<file path="config.mk">
export PLATFORM = sky130hd
export DESIGN_NAME = atm_keypad_entry
export DESIGN_NICKNAME = d
export VERILOG_FILES = /design/src/rtl/atm_pkg.sv /design/src/rtl/bcd_to_bin_seq.sv /design/src/rtl/atm_keypad_entry.sv
export SDC_FILE = /design/constraint.sdc
export NUM_CORES = 1
export LEC_CHECK = 0
export CAP_MARGIN = 20
export CORE_MARGIN = 2
export CORE_UTILIZATION = 59
export CTS_CLUSTER_SIZE = 20
export DETAILED_ROUTE_END_ITERATION = 10
export GPL_ROUTABILITY_DRIVEN = 0
export HOLD_SLACK_MARGIN = 0.02
export PLACE_DENSITY_LB_ADDON = 0.2
export SLEW_MARGIN = 25
export SYNTH_ARGS = -nofsm -noshare
export SYNTH_HDL_FRONTEND = slang
export SYNTH_SLANG_ARGS = --single-unit
export TNS_END_PERCENT = 50
</file>
<file path="constraint.sdc">
create_clock -name clk -period 4.1 [get_ports clk]
set_clock_uncertainty 0.15 [all_clocks]
set_input_delay 0.82 -clock clk [delete_from_list [all_inputs] [get_ports clk]]
set_output_delay 0.82 -clock clk [all_outputs]
set_load 0.05 [all_outputs]
</file>
<file path="src/rtl/atm_pkg.sv">
// Shared ATM definitions: keypad key codes, keypad FSM states, controller message codes.
package atm_pkg;

    localparam int unsigned KEY_W = 4;

    localparam logic [KEY_W-1:0] KEY_CLR  = 4'hA;
    localparam logic [KEY_W-1:0] KEY_BACK = 4'hB;
    localparam logic [KEY_W-1:0] KEY_ENT  = 4'hC;

    typedef enum logic [1:0] {
        KP_IDLE    = 2'd0,
        KP_COLLECT = 2'd1,
        KP_CONV    = 2'd2,
        KP_PULSE   = 2'd3
    } kp_state_t;

    typedef enum logic [3:0] {
        MSG_WELCOME   = 4'd0,
        MSG_ENTER_PIN = 4'd1,
        MSG_PIN_OK    = 4'd2,
        MSG_PIN_BAD   = 4'd3,
        MSG_MENU      = 4'd4,
        MSG_ENTER_AMT = 4'd5,
        MSG_DISPENSE  = 4'd6,
        MSG_NO_FUNDS  = 4'd7,
        MSG_EJECT     = 4'd8
    } atm_msg_t;

    // Decimal digit keys are 0..9
    function automatic logic is_digit(input logic [KEY_W-1:0] k);
        return (k <= 4'd9);
    endfunction

endpackage

</file>
<file path="src/rtl/bcd_to_bin_seq.sv">
// Serial BCD-to-binary converter: one decimal digit per cycle, most significant first.
module bcd_to_bin_seq #(
    parameter int unsigned MAX_DIGITS = 4,
    parameter int unsigned CODE_W     = 14
) (
    input  logic                       clk,
    input  logic                       rst_n,
    input  logic                       start,
    input  logic                       abort,
    input  logic [MAX_DIGITS-1:0][3:0] digits,
    input  logic [2:0]                 cnt,
    output logic [CODE_W-1:0]          acc,
    output logic                       done
);

    localparam int unsigned IDX_W  = (MAX_DIGITS > 1) ? $clog2(MAX_DIGITS) : 1;
    localparam int unsigned WIDE_W = CODE_W + 4;

    logic             busy;
    logic [IDX_W-1:0] idx;
    logic [CODE_W-1:0] acc_next_c;
    logic             last_c;

    // acc*10 + digit as shift-add, widened so the sum cannot wrap before truncation
    always_comb begin
        acc_next_c = CODE_W'((WIDE_W'(acc) << 3) + (WIDE_W'(acc) << 1) + WIDE_W'(digits[idx]));
        last_c     = (3'(idx) == (cnt - 3'd1));
    end

    // Step through the buffered digits; done pulses once after the last one
    always_ff @(posedge clk or negedge rst_n) begin
        if (!rst_n) begin
            acc  <= '0;
            idx  <= '0;
            busy <= 1'b0;
            done <= 1'b0;
        end else if (abort) begin
            acc  <= '0;
            idx  <= '0;
            busy <= 1'b0;
            done <= 1'b0;
        end else if (start) begin
            acc  <= '0;
            idx  <= '0;
            busy <= 1'b1;
            done <= 1'b0;
        end else if (busy) begin
            acc <= acc_next_c;
            idx <= idx + IDX_W'(1);
            if (last_c) begin
                busy <= 1'b0;
                done <= 1'b1;
            end
        end else begin
            done <= 1'b0;
        end
    end

endmodule

</file>
<file path="src/rtl/atm_keypad_entry.sv">
// Keypad entry front end: buffers digits, handles edit keys, converts and submits a code.
module atm_keypad_entry
    import atm_pkg::*;
#(
    parameter int unsigned MAX_DIGITS  = 4,
    parameter int unsigned CODE_W      = 14,
    parameter int unsigned TIMEOUT_CYC = 1000
) (
    input  logic              clk,
    input  logic              rst_n,
    input  logic              card,
    input  logic              key_valid,
    input  logic [3:0]        key_code,
    output logic              key_ready,
    output logic [CODE_W-1:0] code,
    output logic              enter,
    output logic [2:0]        digit_cnt,
    output logic              err,
    output logic              timeout
);

    localparam int unsigned IDX_W   = (MAX_DIGITS > 1) ? $clog2(MAX_DIGITS) : 1;
    localparam int unsigned TO_W    = (TIMEOUT_CYC > 2) ? $clog2(TIMEOUT_CYC) : 1;
    localparam logic [2:0]  MAX_CNT = 3'(MAX_DIGITS);

    kp_state_t                 state_q, state_d;
    logic [MAX_DIGITS-1:0][3:0] dig_q, dig_d;
    logic [2:0]                cnt_q, cnt_d;
    logic [TO_W-1:0]           idle_q, idle_d;
    logic [CODE_W-1:0]         code_q, code_d;
    logic                      ready_q, ready_d;
    logic                      enter_q, enter_d;
    logic                      err_q, err_d;
    logic                      timeout_q, timeout_d;
    logic                      accept_c;
    logic                      conv_start_c;
    logic                      abort_c;
    logic                      conv_done;
    logic [CODE_W-1:0]         conv_acc;

    assign abort_c = ~card;

    bcd_to_bin_seq #(
        .MAX_DIGITS (MAX_DIGITS),
        .CODE_W     (CODE_W)
    ) u_conv (
        .clk    (clk),
        .rst_n  (rst_n),
        .start  (conv_start_c),
        .abort  (abort_c),
        .digits (dig_q),
        .cnt    (cnt_q),
        .acc    (conv_acc),
        .done   (conv_done)
    );

    // State, buffer, idle counter and registered outputs
    always_ff @(posedge clk or negedge rst_n) begin
        if (!rst_n) begin
            state_q   <= KP_IDLE;
            dig_q     <= '0;
            cnt_q     <= '0;
            idle_q    <= '0;
            code_q    <= '0;
            ready_q   <= 1'b0;
            enter_q   <= 1'b0;
            err_q     <= 1'b0;
            timeout_q <= 1'b0;
        end else begin
            state_q   <= state_d;
            dig_q     <= dig_d;
            cnt_q     <= cnt_d;
            idle_q    <= idle_d;
            code_q    <= code_d;
            ready_q   <= ready_d;
            enter_q   <= enter_d;
            err_q     <= err_d;
            timeout_q <= timeout_d;
        end
    end

    // Next state and next output values; card removal overrides everything
    always_comb begin
        state_d      = state_q;
        dig_d        = dig_q;
        cnt_d        = cnt_q;
        idle_d       = idle_q;
        code_d       = code_q;
        enter_d      = 1'b0;
        err_d        = 1'b0;
        timeout_d    = 1'b0;
        conv_start_c = 1'b0;
        accept_c     = key_valid & ready_q;

        case (state_q)
            KP_IDLE: begin
                if (card) state_d = KP_COLLECT;
            end
            KP_COLLECT: begin
                if (accept_c) begin
                    idle_d = '0;
                    if (is_digit(key_code)) begin
                        if (cnt_q < MAX_CNT) begin
                            dig_d[IDX_W'(cnt_q)] = key_code;
                            cnt_d                = cnt_q + 3'd1;
                        end else begin
                            err_d = 1'b1;
                        end
                    end else if (key_code == KEY_CLR) begin
                        cnt_d = '0;
                    end else if (key_code == KEY_BACK) begin
                        if (cnt_q != 3'd0) cnt_d = cnt_q - 3'd1;
                    end else if (key_code == KEY_ENT) begin
                        if (cnt_q != 3'd0) begin
                            state_d      = KP_CONV;
                            conv_start_c = 1'b1;
                        end else begin
                            err_d = 1'b1;
                        end
                    end else begin
                        err_d = 1'b1;
                    end
                end else if (cnt_q != 3'd0) begin
                    if (idle_q == TO_W'(TIMEOUT_CYC - 1)) begin
                        cnt_d     = '0;
                        idle_d    = '0;
                        timeout_d = 1'b1;
                    end else begin
                        idle_d = idle_q + TO_W'(1);
                    end
                end else begin
                    idle_d = '0;
                end
            end
            KP_CONV: begin
                if (conv_done) begin
                    state_d = KP_PULSE;
                    code_d  = conv_acc;
                    enter_d = 1'b1;
                    cnt_d   = '0;
                end
            end
            KP_PULSE: begin
                state_d = KP_COLLECT;
            end
            default: begin
                state_d = KP_IDLE;
            end
        endcase

        if (!card) begin
            state_d      = KP_IDLE;
            dig_d        = '0;
            cnt_d        = '0;
            idle_d       = '0;
            code_d       = '0;
            enter_d      = 1'b0;
            err_d        = 1'b0;
            timeout_d    = 1'b0;
            conv_start_c = 1'b0;
        end

        ready_d = (state_d == KP_COLLECT);
    end

    assign key_ready = ready_q;
    assign code      = code_q;
    assign enter     = enter_q;
    assign digit_cnt = cnt_q;
    assign err       = err_q;
    assign timeout   = timeout_q;

endmodule
</file>
* After elaboration in Yosys (flattened, before gate mapping)
Cells that the tools add are included.
** Cells by class
- Reduce and logical (&&, ||, !) cells :: 7
- Multipliers :: 0
- Shift operators :: 0
- Mux-type cells :: 77
- $add $sub $neg :: 6
- Bitwise logic cells :: 1
- Equal/unequal tests :: 24
- Divide/modulo/power cells :: 0
- Order comparisons :: 5
** Operators with widths (number)
- $mux W14 :: 6
- $mux W16 :: 5
- $mux W10 :: 5
- $mux W1 :: 33
- $mux W3 :: 10
- $mux W2 :: 11
- $bwmux W16 :: 1
- $add A14 B14 Y14 :: 1
- $add A14 B4 Y14 :: 1
- $eq A4 B4 Y1 const B :: 3
- $ne A2 B1 Y1 const B :: 6
- $ne A4 B4 Y1 const B :: 3
- $ne A6 B6 Y1 const B :: 2
- $add A10 B1 Y10 const B :: 1
- $eq A10 B10 Y1 const B :: 1
- $bmux W4 S2 :: 1
- $demux W4 S2 :: 1
- $mux W4 :: 2
- $reduce_and A7 Y1 :: 1
- $lt A2 B3 Y1 const B :: 2
- $ne A3 B1 Y1 const B :: 2
- $pmux W2 S3 :: 1
- $pmux W3 S2 :: 1
- $ne A5 B5 Y1 const B :: 1
- other kinds (17) :: 19
** Storage, ports and cells
- Bits in read-only memories :: 0
- Bits in registers :: 67
- Memories kept :: 0
- Memory bits (writable) :: 0
- Word-level logic and storage cells :: 136
- Latch bits :: 0

* Depth between registers and ports, before layout
Gate-level depths: netlist of the first run.
- Word-level depth :: 11
- Gate-level depth with buffers :: 12

* Hierarchy
Synthesis of the first run repeated with hierarchy kept, for this count alone.
** Second synthesis, totals
- Cells, all modules :: 409
- Area total of the unflattened synthesis :: 4067.7 um2
** By module, submodules not included
- atm_keypad_entry :: area an instance 2513.7 um2, cells an instance 248, instances 1, sequential area each 1226.2 um2
- bcd_to_bin_seq :: area an instance 1554.0 um2, cells an instance 161, instances 1, sequential area each 450.4 um2

* Least setup slack after synthesis of the first run
Ideal clock, no wire load.
- Path kind :: register to register
- Start :: register u_conv.idx[0]
- End :: register u_conv.acc[9]
- Buffers on the path :: 1
- Clock period less this slack :: 3.298 ns
- Arrival time :: 3.076 ns
- Cell stages (with the launch flop) :: 13
- Slack :: 0.802 ns
- Library setup time :: 0.072 ns
- Cell sequence :: dfrtp_1 clkbuf_1 mux4_2 inv_1 fa_1 inv_1 ha_1 a211oi_1 o21ai_0 a221oi_1 xnor2_1 mux2i_1 nor2_1
** On the way
- Word-level cells in the longest chain between the ends :: 6
** Ends and longest elaborated chain
- from (decl) :: RTL line bcd_to_bin_seq.sv:20 : logic [IDX_W-1:0] idx;
- from (signal assigned) :: RTL line bcd_to_bin_seq.sv:49 : idx <= idx + IDX_W'(1);
- $bmux W4 S2 :: RTL line bcd_to_bin_seq.sv:26 : acc_next_c = CODE_W'((WIDE_W'(acc) << 3) + (WIDE_W'(acc) << 1) + WIDE_W'(digits[idx]));
- $mux W4 (implied by the code) :: RTL line bcd_to_bin_seq.sv:26
- $add A14 B4 Y14 :: RTL line bcd_to_bin_seq.sv:26
- $mux W14 :: RTL line bcd_to_bin_seq.sv:47 : end else if (busy) begin
- $mux W14 :: RTL line bcd_to_bin_seq.sv:42 : end else if (start) begin
- $mux W14 :: RTL line bcd_to_bin_seq.sv:37 : end else if (abort) begin
- to (signal assigned) :: RTL line bcd_to_bin_seq.sv:48 : acc <= acc_next_c;
- to (decl) :: RTL line bcd_to_bin_seq.sv:12 : output logic [CODE_W-1:0] acc,
Every way passes these cells. The select of a mux whose other input is x is not followed.
A chain may end at the register's enable or synchronous reset.

* Final worst setup path of the first run
Same ends and word-level chain as after synthesis.

==> results of run 1 <==
-- routing by layer --
layer	up-vias	part of all wire [%]
li1	1559	-
met1	1555	47
met2	72	47
met3	17	3.4
met4	0	2.1
met5	-	0
-- worst max path at each step --
| stage | slack [ns] | endpoint | startpoint |
|---|---|---|---|
| floorplan | 0.80 | u_conv.acc[9]$_DFFE_PN0P_ | u_conv.idx[0]$_DFFE_PN0P_ |
| global placement | 0.73 | u_conv.acc[9]$_DFFE_PN0P_ | u_conv.idx[0]$_DFFE_PN0P_ |
| detailed placement | 0.65 | u_conv.acc[9]$_DFFE_PN0P_ | u_conv.idx[0]$_DFFE_PN0P_ |
| CTS | 0.63 | u_conv.acc[9]$_DFFE_PN0P_ | u_conv.idx[0]$_DFFE_PN0P_ |
| global route | 0.27 | u_conv.acc[9]$_DFFE_PN0P_ | u_conv.idx[0]$_DFFE_PN0P_ |
| finish | 0.61 | u_conv.acc[9]$_DFFE_PN0P_ | u_conv.idx[0]$_DFFE_PN0P_ |
-- cell type report --
| class | instances | area [sq um] |
|---|---|---|
| clock buffers | 9 | 124 |
| clock inverters | 7 | 68.8 |
| fillers | 511 | 2020 |
| inverters | 17 | 63.8 |
| multi-input cells | 325 | 2100 |
| flip-flops and latches | 67 | 1680 |
| well taps | 77 | 96.3 |
| repair buffers | 32 | 305 |
-- tightest hold or removal path: stages, from the launching register on --
cell	delay (ns)
dfrtp_1	0.36
nand2_1	0.05
o21ai_0	0.07
-- state kept, by name, summed over array words and instances, names as in the netlist, 2 cells and up --
| register | count |
|---|---|
| dig_q | 16 |
| code | 14 |
| u_conv.acc | 14 |
| u_conv.idx | 2 |
| idle_q | 10 |
| state_q | 2 |
| digit_cnt | 3 |
-- synth_stat cells (5+ instances only) --
cell type  number  area (sq um)
dfrtp_1        67          1680
nor3_1          6          30.0
nand2_1        67           251
nand3_1        23           115
a211oi_1        5          37.5
mux2i_1         8          80.1
a21oi_1        44           220
a22o_1          6          52.6
ha_1           31           388
xnor2_1        11          96.3
nand4_1         6          37.5
clkbuf_1       13          48.8
inv_1          17          63.8
nor2_1         38           143
o21ai_0        23           115
-- kinds of logic (layout without fill, tap and decap cells) --
logic type / Yosys count / count (layout) / share of synthesized area [%]
adders and majority gates: 33 / 33 / 10.7
muxes: 12 / 12 / 4.26
and+or+nand+nor: 159 / 159 / 17.8
AOI/OAI and AO/OA: 106 / 106 / 16.5
buffers and inverters: 41 / 65 / 5.39
xor gates and xnor gates: 15 / 15 / 3.29
DFF: 67 / 67 / 42.0
-- where the power goes --
group	leakage, nW	switching (mW)	internal [mW]
clock	0.0950	0.277	0.278
sequential	0.933	0.0156	0.676
combinational	0.899	0.156	0.0700
total	1.93	0.449	1.02
==> run_results.csv, run 1 <==
group,metric,value,unit
worst_setup_path,worst-r2r-setup-slack,0.61,ns
floorplan,die_w,86.3,microns
synthesis,asyncSetResetFlopFracSynth,100,%
synthesis,yosysSeqAreaShare,42.0,%
sta,hold_ws,0.365,ns
worst_setup_path,cp_num_cells,11,
route,drtPass1Iterations,4,
hold_path,min-delay-path-class,"flip-flop to flip-flop",
hold_path,worstHoldEndpoint,"idle_q[1]$_DFFE_PN0P_",
clock_tree,post_cts_hold_buffer_count,0,
synthesis,syn-instance-count,433,
placement,port-buffer-count,28,
cells_and_area,final_nets,493,
global_routing,use_met1,36.5,%
worst_setup_path,timing.rr.start,"u_conv.idx[0]$_DFFE_PN0P_",
clock_tree,clkSlewWorstSetupHoldPaths,0.08,ns
synthesis,synthesis.area,0.00399,sq mm
clock_tree,cts.htree.levels,3,
cells_and_area,antennaDiodeCount,0,
cells_and_area,instances_no_fill,534,
worst_setup_path,critPathLaunchType,"flip-flop",
synthesis,netlist-cell-type-count,52,
route,vias,3203,
power_and_ir_drop,worst_ir_drop_vdd,275,uV
power_and_ir_drop,power_per_cell_area,332,mW/mm^2
worst_setup_path,worstPathCellList,"mux4_2, inv_1, fa_1, inv_1, ha_1, a211oi_1, o21ai_0, a221oi_1, xnor2_1, mux2i_1, nor2_1",
floorplan,fp.dieH,86.3,microns
clock_tree,clk_tree_root_cell,"clkbuf_8",
sta,maxClockFrequency,0.286,GHz
synthesis,synthesized_netlist_net_count,474,
floorplan,ioPinCount,29,
global_routing,antenna_found_initial,0,
worst_setup_path,critPathTopFamily,"compound AO/OA/AOI/OAI gates",
worst_setup_path,rr_endpoint,"u_conv.acc[9]$_DFFE_PN0P_",
sta,post-route-period-util,85.1,%
placement,dpl.cell_count,518,
floorplan,floorplan.die_area,0.00744,sq mm
hold_path,whs_path_depth,2,
global_routing,gr-total-overflow,0,
route,drt_wl_cell,16.4,microns
placement,post_dp_cell_area,0.00424,sq mm
worst_setup_path,worst_r2r_path_depth,11,
hold_path,hold_path_startpoint,"idle_q[1]$_DFFE_PN0P_",
synthesis,ys.flop_type,"dfrtp_1",
cells_and_area,postLayoutCoreUtil,68.7,%
synthesis,postSynthRegisterBits,67,
clock_tree,worst_skew_pair.late_latency,0.35,ns
sta,max_slew_headroom_at_the_worst_pin,43.0,%
floorplan,row_count,29,
clock_tree,postCtsSetupBuffers,0,
route,drcViolationCount,0,
power_and_ir_drop,cellLeakagePower,1.93,nW
sta,final-hold-violation-count,0,
sta,min_period,3.49,ns
sta,slew_violations,0,
sta,rsz_0062_raised_after_global_routing,"no",
clock_tree,cts-resized-gates,0,
sta,setup_violating_endpoint_count_in_the_final_report,0,
synthesis,average_instance_area_after_synthesis,9.22,sq um
route,ant_nets,0,
clock_tree,clock_path_buffers,2,
route,routed_via_density,6.00,
global_routing,first_global_vias,3258,
worst_setup_path,arrival,3.63,ns
global_routing,grtUsageMet2,41.2,%
placement,detailedPlace.worstSlack,0.647,ns
floorplan,core,0.00646,sq mm
worst_setup_path,slowest_cell_on_crit_path,"dfrtp_1",
clock_tree,cts_buffers,9,
route,wirelength,8730,microns
synthesis,synthesis.yosys.warnings,0,
route,dr.first_iter.drc_count,155,
flow_run,drv.max_cap_violation_count,0,
worst_setup_path,critical-path-max-stage-delay,0.56,ns
worst_setup_path,critical_path.n_buffers_inverters,2,
global_routing,globalRouteTotalUtil,26.2,%
run_status,status,"complete, no violations",
worst_setup_path,cp.required,4.24,ns
worst_setup_path,cp_max_fo,7,
worst_setup_path,timing_worst_setup_path_type,"flip-flop to flip-flop",
cells_and_area,final_layout_size_suffix_gt1_share,7.00,%
global_routing,groute.layer.met3.usage,3.81,%
worst_setup_path,crit_path_frequent_cell,"inv_1",
power_and_ir_drop,report.power.total,1.47,mW
global_routing,global_route.peak_usage_layer,"met2",
floorplan,initial_core_util,61.8,%
global_routing,maximum_number_of_pins_on_one_net_before_global_route_repair,68,
clock_tree,clock_sink_count,67,
worst_setup_path,end_kind,"flip-flop",
global_routing,global_route_wire_length_before_repair,15200,microns
cells_and_area,flow.area_growth_from_synthesis,11.1,%
sta,tightestPinTransition,0.855,ns
cells_and_area,final_area,0.00443,sq mm
sta,setup_ws,0.609,ns
synthesis,number_of_enable_type_register_cells_in_the_synthesized_netlist,0,
cells_and_area,most-common-layout-cells,"67 x nand2_1, 67 x dfrtp_1, 44 x a21oi_1",
clock_tree,tritoncts,"done",
placement,detailed_place_hpwl,5880,microns
sta,fin_tns_setup,0,ns
Power figures use the tool's default switching activity.
==> run 2: changes to the inputs <==
- ABC_CLOCK_PERIOD_IN_PS: unset -> 2950
- CORE_UTILIZATION: 59 -> 53
- clock period: 4.1 -> 2.95 ns (I/O delays scaled with it)
==> run 2 against run 1 <==
  * The run now ends with negative setup slack left
  * Combinational power grew 53%
  * Critical path depth shrank 1
  * Die area grew 11%
  * Register-to-register slack lost 0.66 ns
  * Largest power group unchanged
  * Core utilization shrank 4.5 points
  * Non-clock buffer count grew 20
  * Routed wire length grew 3.6%
  * Clock power grew 20%
  * Sequential share of layout area shrank 2.0 points
  * Critical endpoint is now u_conv.acc[12]$_DFFE_PN0P_
  * Via count grew 1.3%
  * Sequential power grew 39%
  * Hold slack lost 0.095 ns
==> run_results.csv, run 2 (synthesis gave the netlist of run 1 again) <==
group,metric,value,unit
placement,port-buffer-count,28,
sta,hold_ws,0.269,ns
hold_path,min-delay-path-class,"primary input to asynchronous set/reset pin",
sta,rsz_0062_raised_after_global_routing,"yes",
global_routing,first_global_vias,3284,
sta,fin_tns_setup,-0.0809,ns
sta,maxClockFrequency,0.333,GHz
route,drtPass1Iterations,4,
floorplan,die_w,90.8,microns
placement,detailed_place_hpwl,6320,microns
floorplan,core,0.00729,sq mm
global_routing,antenna_found_initial,0,
clock_tree,worst_skew_pair.late_latency,0.36,ns
sta,final-hold-violation-count,0,
cells_and_area,antennaDiodeCount,0,
clock_tree,cts_buffers,9,
worst_setup_path,critical_path.n_buffers_inverters,1,
cells_and_area,final_nets,513,
worst_setup_path,cp.required,3.06,ns
cells_and_area,largest-register,"dig_q",
route,routed_via_density,5.64,
worst_setup_path,cp_max_fo,3,
route,drt_wl_cell,15.7,microns
worst_setup_path,worstPathCellList,"mux4_2, inv_2, fa_2, fa_2, nor2b_4, o2111ai_2, a21oi_2, o22ai_1, xnor2_1, a211oi_1",
cells_and_area,flow.area_growth_from_synthesis,17.2,%
route,vias,3245,
placement,post_dp_cell_area,0.00444,sq mm
sta,setup_ws,-0.0492,ns
flow_run,drv.max_cap_violation_count,0,
cells_and_area,most-common-layout-cells,"67 x nand2_1, 67 x dfrtp_1, 42 x a21oi_1",
clock_tree,tritoncts,"done",
worst_setup_path,slowest_cell_on_crit_path,"mux4_2",
cells_and_area,largest_register_ff_count,16,
worst_setup_path,crit_path_frequent_cell,"fa_2",
clock_tree,clock_sink_count,67,
clock_tree,cts.htree.levels,3,
run_status,violations,"negative setup slack",
clock_tree,clk_tree_root_cell,"clkbuf_8",
cells_and_area,final_area,0.00468,sq mm
power_and_ir_drop,report.power.total,1.97,mW
worst_setup_path,critPathLaunchType,"flip-flop",
clock_tree,post_cts_hold_buffer_count,0,
power_and_ir_drop,power_per_cell_area,421,mW/mm^2
global_routing,gr-total-overflow,0,
run_status,status,"complete, but fails checks",
floorplan,fp.dieH,90.8,microns
sta,slew_violations,0,
global_routing,global_route_wire_length_before_repair,16000,microns
sta,setup_violating_endpoint_count_in_the_final_report,2,
worst_setup_path,timing_worst_setup_path_type,"flip-flop to flip-flop",
power_and_ir_drop,worst_ir_drop_vdd,238,uV
sta,tightestPinTransition,0.851,ns
floorplan,floorplan.die_area,0.00824,sq mm
clock_tree,clock_path_buffers,2,
floorplan,ioPinCount,29,
global_routing,globalRouteTotalUtil,24.0,%
sta,max_slew_headroom_at_the_worst_pin,43.3,%
clock_tree,clkSlewWorstSetupHoldPaths,0.07,ns
worst_setup_path,end_kind,"flip-flop",
route,drcViolationCount,0,
route,wirelength,9050,microns
sta,min_period,3.00,ns
global_routing,maximum_number_of_pins_on_one_net_before_global_route_repair,68,
route,ant_nets,0,
floorplan,initial_core_util,54.7,%
sta,post-route-period-util,102,%
worst_setup_path,arrival,3.11,ns
power_and_ir_drop,cellLeakagePower,2.03,nW
cells_and_area,final_layout_size_suffix_gt1_share,13.7,%
worst_setup_path,critical-path-max-stage-delay,0.53,ns
route,dr.first_iter.drc_count,118,
floorplan,row_count,31,
worst_setup_path,critPathTopFamily,"adder cells",
-- run 2: power breakdown --
part	switching [mW]	leakage, nW	total, mW	internal [mW]
sequential	0.0182	0.933	0.958	0.940
combinational	0.226	1.01	0.345	0.119
clock	0.346	0.0860	0.665	0.320
-- run 2: path summary, 6_finish.rpt --
| path | depth (start not counted) | to | from | slack, ns |
|---|---|---|---|---|
| worst max-delay path | 10 | u_conv.acc[12]$_DFFE_PN0P_ | u_conv.idx[0]$_DFFE_PN0P_ | -0.05 |
| worst min-delay path | 2 | dig_q[9]$_DFFE_PN0P_ | rst_n | 0.27 |
| worst max register to register | 10 | u_conv.acc[12]$_DFFE_PN0P_ | u_conv.idx[0]$_DFFE_PN0P_ | -0.05 |
| worst min register to register | 1 | idle_q[7]$_DFFE_PN0P_ | idle_q[7]$_DFFE_PN0P_ | 0.37 |
| max in group asynchronous | 2 | u_conv.acc[6]$_DFFE_PN0P_ | rst_n | 1.82 |
| min in group clk | 1 | idle_q[7]$_DFFE_PN0P_ | idle_q[7]$_DFFE_PN0P_ | 0.37 |
-- run 2: repair_timing --
item                                    in CTS  in global routing
endpoints found under the setup margin       5                  9
resized for setup                            8                  9
pin swaps                                    4                  8
gates cloned                                 0                  0
buffers inserted                             1                  0
-- run 2: per-layer routing --
layer | wire length (microns) | vias to the layer above | global-route usage (%) | share of wire [%]
met4 | 123 | 0 | 6.94 | 1.4
li1 | - | 1589 | - | -
met1 | 4290 | 1568 | 34.0 | 47
met5 | 0 | - | 0 | 0
met2 | 4240 | 75 | 37.2 | 47
met3 | 392 | 13 | 5.68 | 4.3
-- run 2: area by class of cell --
type | instances | area (sq um)
fill | 638 | 2620
multi-input combinational | 325 | 2180
sequential | 67 | 1680
timing repair buffer | 52 | 468
clock buffer | 12 | 145
tap | 99 | 124
inverter | 17 | 63.8
clock inverter | 3 | 15.0
-- run 2: metrics by stage --
stage	cells	utilization, %	setup WS [ns]
floorplan	433	-	-0.0143
global placement	559	60.9	-0.0212
detailed placement	559	60.9	-0.172
CTS	575	63.8	-0.0773
global route	575	64.1	-0.288
finish	575	64.1	-0.0492
==> run 3: changes to the inputs <==
- CORE_MARGIN: 2 -> unset
- REMOVE_ABC_BUFFERS: unset -> 1
- SETUP_SLACK_MARGIN: unset -> 0.5
==> run 3 against run 2 <==
  * The run still ends with negative setup slack left
  * Final cell count grew 1.9%
  * Sequential cell count is the same
  * Sequential share of layout area shrank 1.2 points
  * Count of clock-buffer cells in the layout shrank 3
  * Via count grew 2.8%
  * Clock power grew 15%
  * Worst setup slack lost 0.070 ns
  * Combinational power grew 1%
  * Register-to-register slack lost 0.07 ns
  * Critical path type unchanged
==> run_results.csv, run 3 (synthesis gave the netlist of run 1 again) <==
group,metric,value,unit
run_status,status,"complete, but fails checks",
run_status,violations,"negative setup slack",
clock_tree,post_cts_hold_buffer_count,0,
worst_setup_path,worst_r2r_path_depth,11,
global_routing,first_global_vias,3204,
clock_tree,cts_buffers,9,
cells_and_area,flow.area_growth_from_synthesis,21.3,%
worst_setup_path,timing_worst_setup_path_type,"flip-flop to flip-flop",
floorplan,ioPinCount,29,
global_routing,antenna_found_initial,0,
cells_and_area,most-common-layout-cells,"67 x nand2_1, 66 x dfrtp_1, 43 x a21oi_1",
clock_tree,clkSlewWorstSetupHoldPaths,0.08,ns
route,drtPass1Iterations,5,
global_routing,gr-total-overflow,0,
sta,setup_ws,-0.120,ns
sta,min_period,3.07,ns
flow_run,drv.max_cap_violation_count,0,
placement,detailed_place_hpwl,6360,microns
worst_setup_path,worst-r2r-setup-slack,-0.12,ns
route,dr.first_iter.drc_count,154,
global_routing,globalRouteTotalUtil,25.8,%
sta,post-route-period-util,104,%
worst_setup_path,rr_endpoint,"u_conv.acc[10]$_DFFE_PN0P_",
sta,fin_tns_setup,-0.496,ns
floorplan,die_w,88.8,microns
power_and_ir_drop,report.power.total,2.07,mW
floorplan,fp.dieH,88.8,microns
cells_and_area,final_layout_size_suffix_gt1_share,17.0,%
cells_and_area,largest_register_ff_count,16,
worst_setup_path,critPathLaunchType,"flip-flop",
power_and_ir_drop,worst_ir_drop_vdd,317,uV
worst_setup_path,arrival,3.19,ns
sta,maxClockFrequency,0.326,GHz
floorplan,row_count,31,
global_routing,global_route_wire_length_before_repair,15300,microns
sta,tightestPinTransition,0.815,ns
cells_and_area,final_nets,523,
clock_tree,clock_path_buffers,2,
global_routing,maximum_number_of_pins_on_one_net_before_global_route_repair,29,
cells_and_area,fill_cells,618,
route,drcViolationCount,0,
sta,setup_violating_endpoint_count_in_the_final_report,5,
floorplan,floorplan.die_area,0.00788,sq mm
worst_setup_path,timing.rr.start,"u_conv.idx[0]$_DFFE_PN0P_",
clock_tree,clock_sink_count,67,
route,ant_nets,0,
clock_tree,tritoncts,"done",
worst_setup_path,cp_max_fo,2,
cells_and_area,final_common_cell,"nand2_1",
floorplan,initial_core_util,55.0,%
hold_path,min-delay-path-class,"primary input to asynchronous set/reset pin",
route,vias,3337,
floorplan,core,0.00725,sq mm
cells_and_area,antennaDiodeCount,0,
route,drt_wl_cell,15.7,microns
route,routed_via_density,5.69,
power_and_ir_drop,power_per_cell_area,428,mW/mm^2
clock_tree,clk_tree_root_cell,"clkbuf_8",
clock_tree,cts.htree.levels,3,
placement,port-buffer-count,28,
clock_tree,worst_skew_pair.late_latency,0.36,ns
worst_setup_path,cp.required,3.07,ns
sta,rsz_0062_raised_after_global_routing,"yes",
cells_and_area,largest-register,"dig_q",
sta,max_slew_headroom_at_the_worst_pin,45.7,%
sta,final-hold-violation-count,0,
worst_setup_path,end_kind,"flip-flop",
sta,slew_violations,0,
power_and_ir_drop,cellLeakagePower,2.09,nW
route,wirelength,9220,microns
[run 3: power by group]
part	leakage [nW]	internal [mW]	switching, mW	total (mW)
Clock	0.0950	0.387	0.378	0.764
Sequential	0.932	0.940	0.0178	0.957
Combinational	1.06	0.119	0.230	0.349
[run 3: worst max-delay path, cell delays in order (launching register included)]
cell	delay (ns)
dfrtp_1	0.38
mux4_2	0.52
inv_2	0.07
fa_2	0.46
fa_2	0.41
nor2b_2	0.15
buf_4	0.13
o31a_1	0.18
nor4_2	0.05
o21bai_1	0.16
xnor2_1	0.09
a211oi_1	0.23
[run 3: stage by stage]
stage / util, % / worst slack, ns / instance area [sq um] / cells / hold WS (ns)
floorplan: - / -0.228 / 3840 / 409 / 0.144
finish: 66.8 / -0.120 / 4840 / 586 / 0.105
detailed placement: 61.3 / -0.237 / 4450 / 562 / 0.355
CTS: 66.0 / -0.120 / 4780 / 583 / 0.114
global route: 66.8 / -0.320 / 4840 / 586 / 0.150
global placement: 61.3 / -0.129 / 4450 / 562 / 0.342
[run 3: worst max path at each step]
stage                              start                          to  slack (ns)  depth (start not counted)
2_1_floorplan  u_conv.idx[0]$_DFFE_PN0P_   u_conv.acc[9]$_DFFE_PN0P_       -0.23                         11
3_3_place_gp   u_conv.idx[0]$_DFFE_PN0P_  u_conv.acc[12]$_DFFE_PN0P_       -0.13                         12
3_5_place_dp   u_conv.idx[0]$_DFFE_PN0P_  u_conv.acc[12]$_DFFE_PN0P_       -0.24                         12
4_1_cts        u_conv.idx[0]$_DFFE_PN0P_  u_conv.acc[10]$_DFFE_PN0P_       -0.12                         14
5_1_grt        u_conv.idx[0]$_DFFE_PN0P_  u_conv.acc[10]$_DFFE_PN0P_       -0.32                         11
6_report       u_conv.idx[0]$_DFFE_PN0P_  u_conv.acc[10]$_DFFE_PN0P_       -0.12                         11
[run 3: cell type report]
class / count / area (sq um) / share of cell area (%)
Clock buffer: 9 / 124 / 2.56
Clock inverter: 7 / 68.8 / 1.42
Inverter: 17 / 66.3 / 1.37
Multi-Input combinational cell: 325 / 2230 / 46.0
Sequential cell: 67 / 1680 / 34.6
Tap cell: 99 / 124 / 2.56
Timing Repair Buffer: 62 / 557 / 11.5
[run 3: repair_timing]
item,in CTS,in global routing
buffers inserted,5,3
gates cloned,0,0
pin swaps,20,18
resized for setup,26,8
endpoints found under the setup margin,19,17
hold endpoints to repair,0,0
[run 3: per-layer routing]
layer  part of all wire [%]  GRT usage [%]
met1                     46           34.5
met2                     48           41.5
met3                    4.6           5.04
met4                    1.9           10.4
met5                      0              0
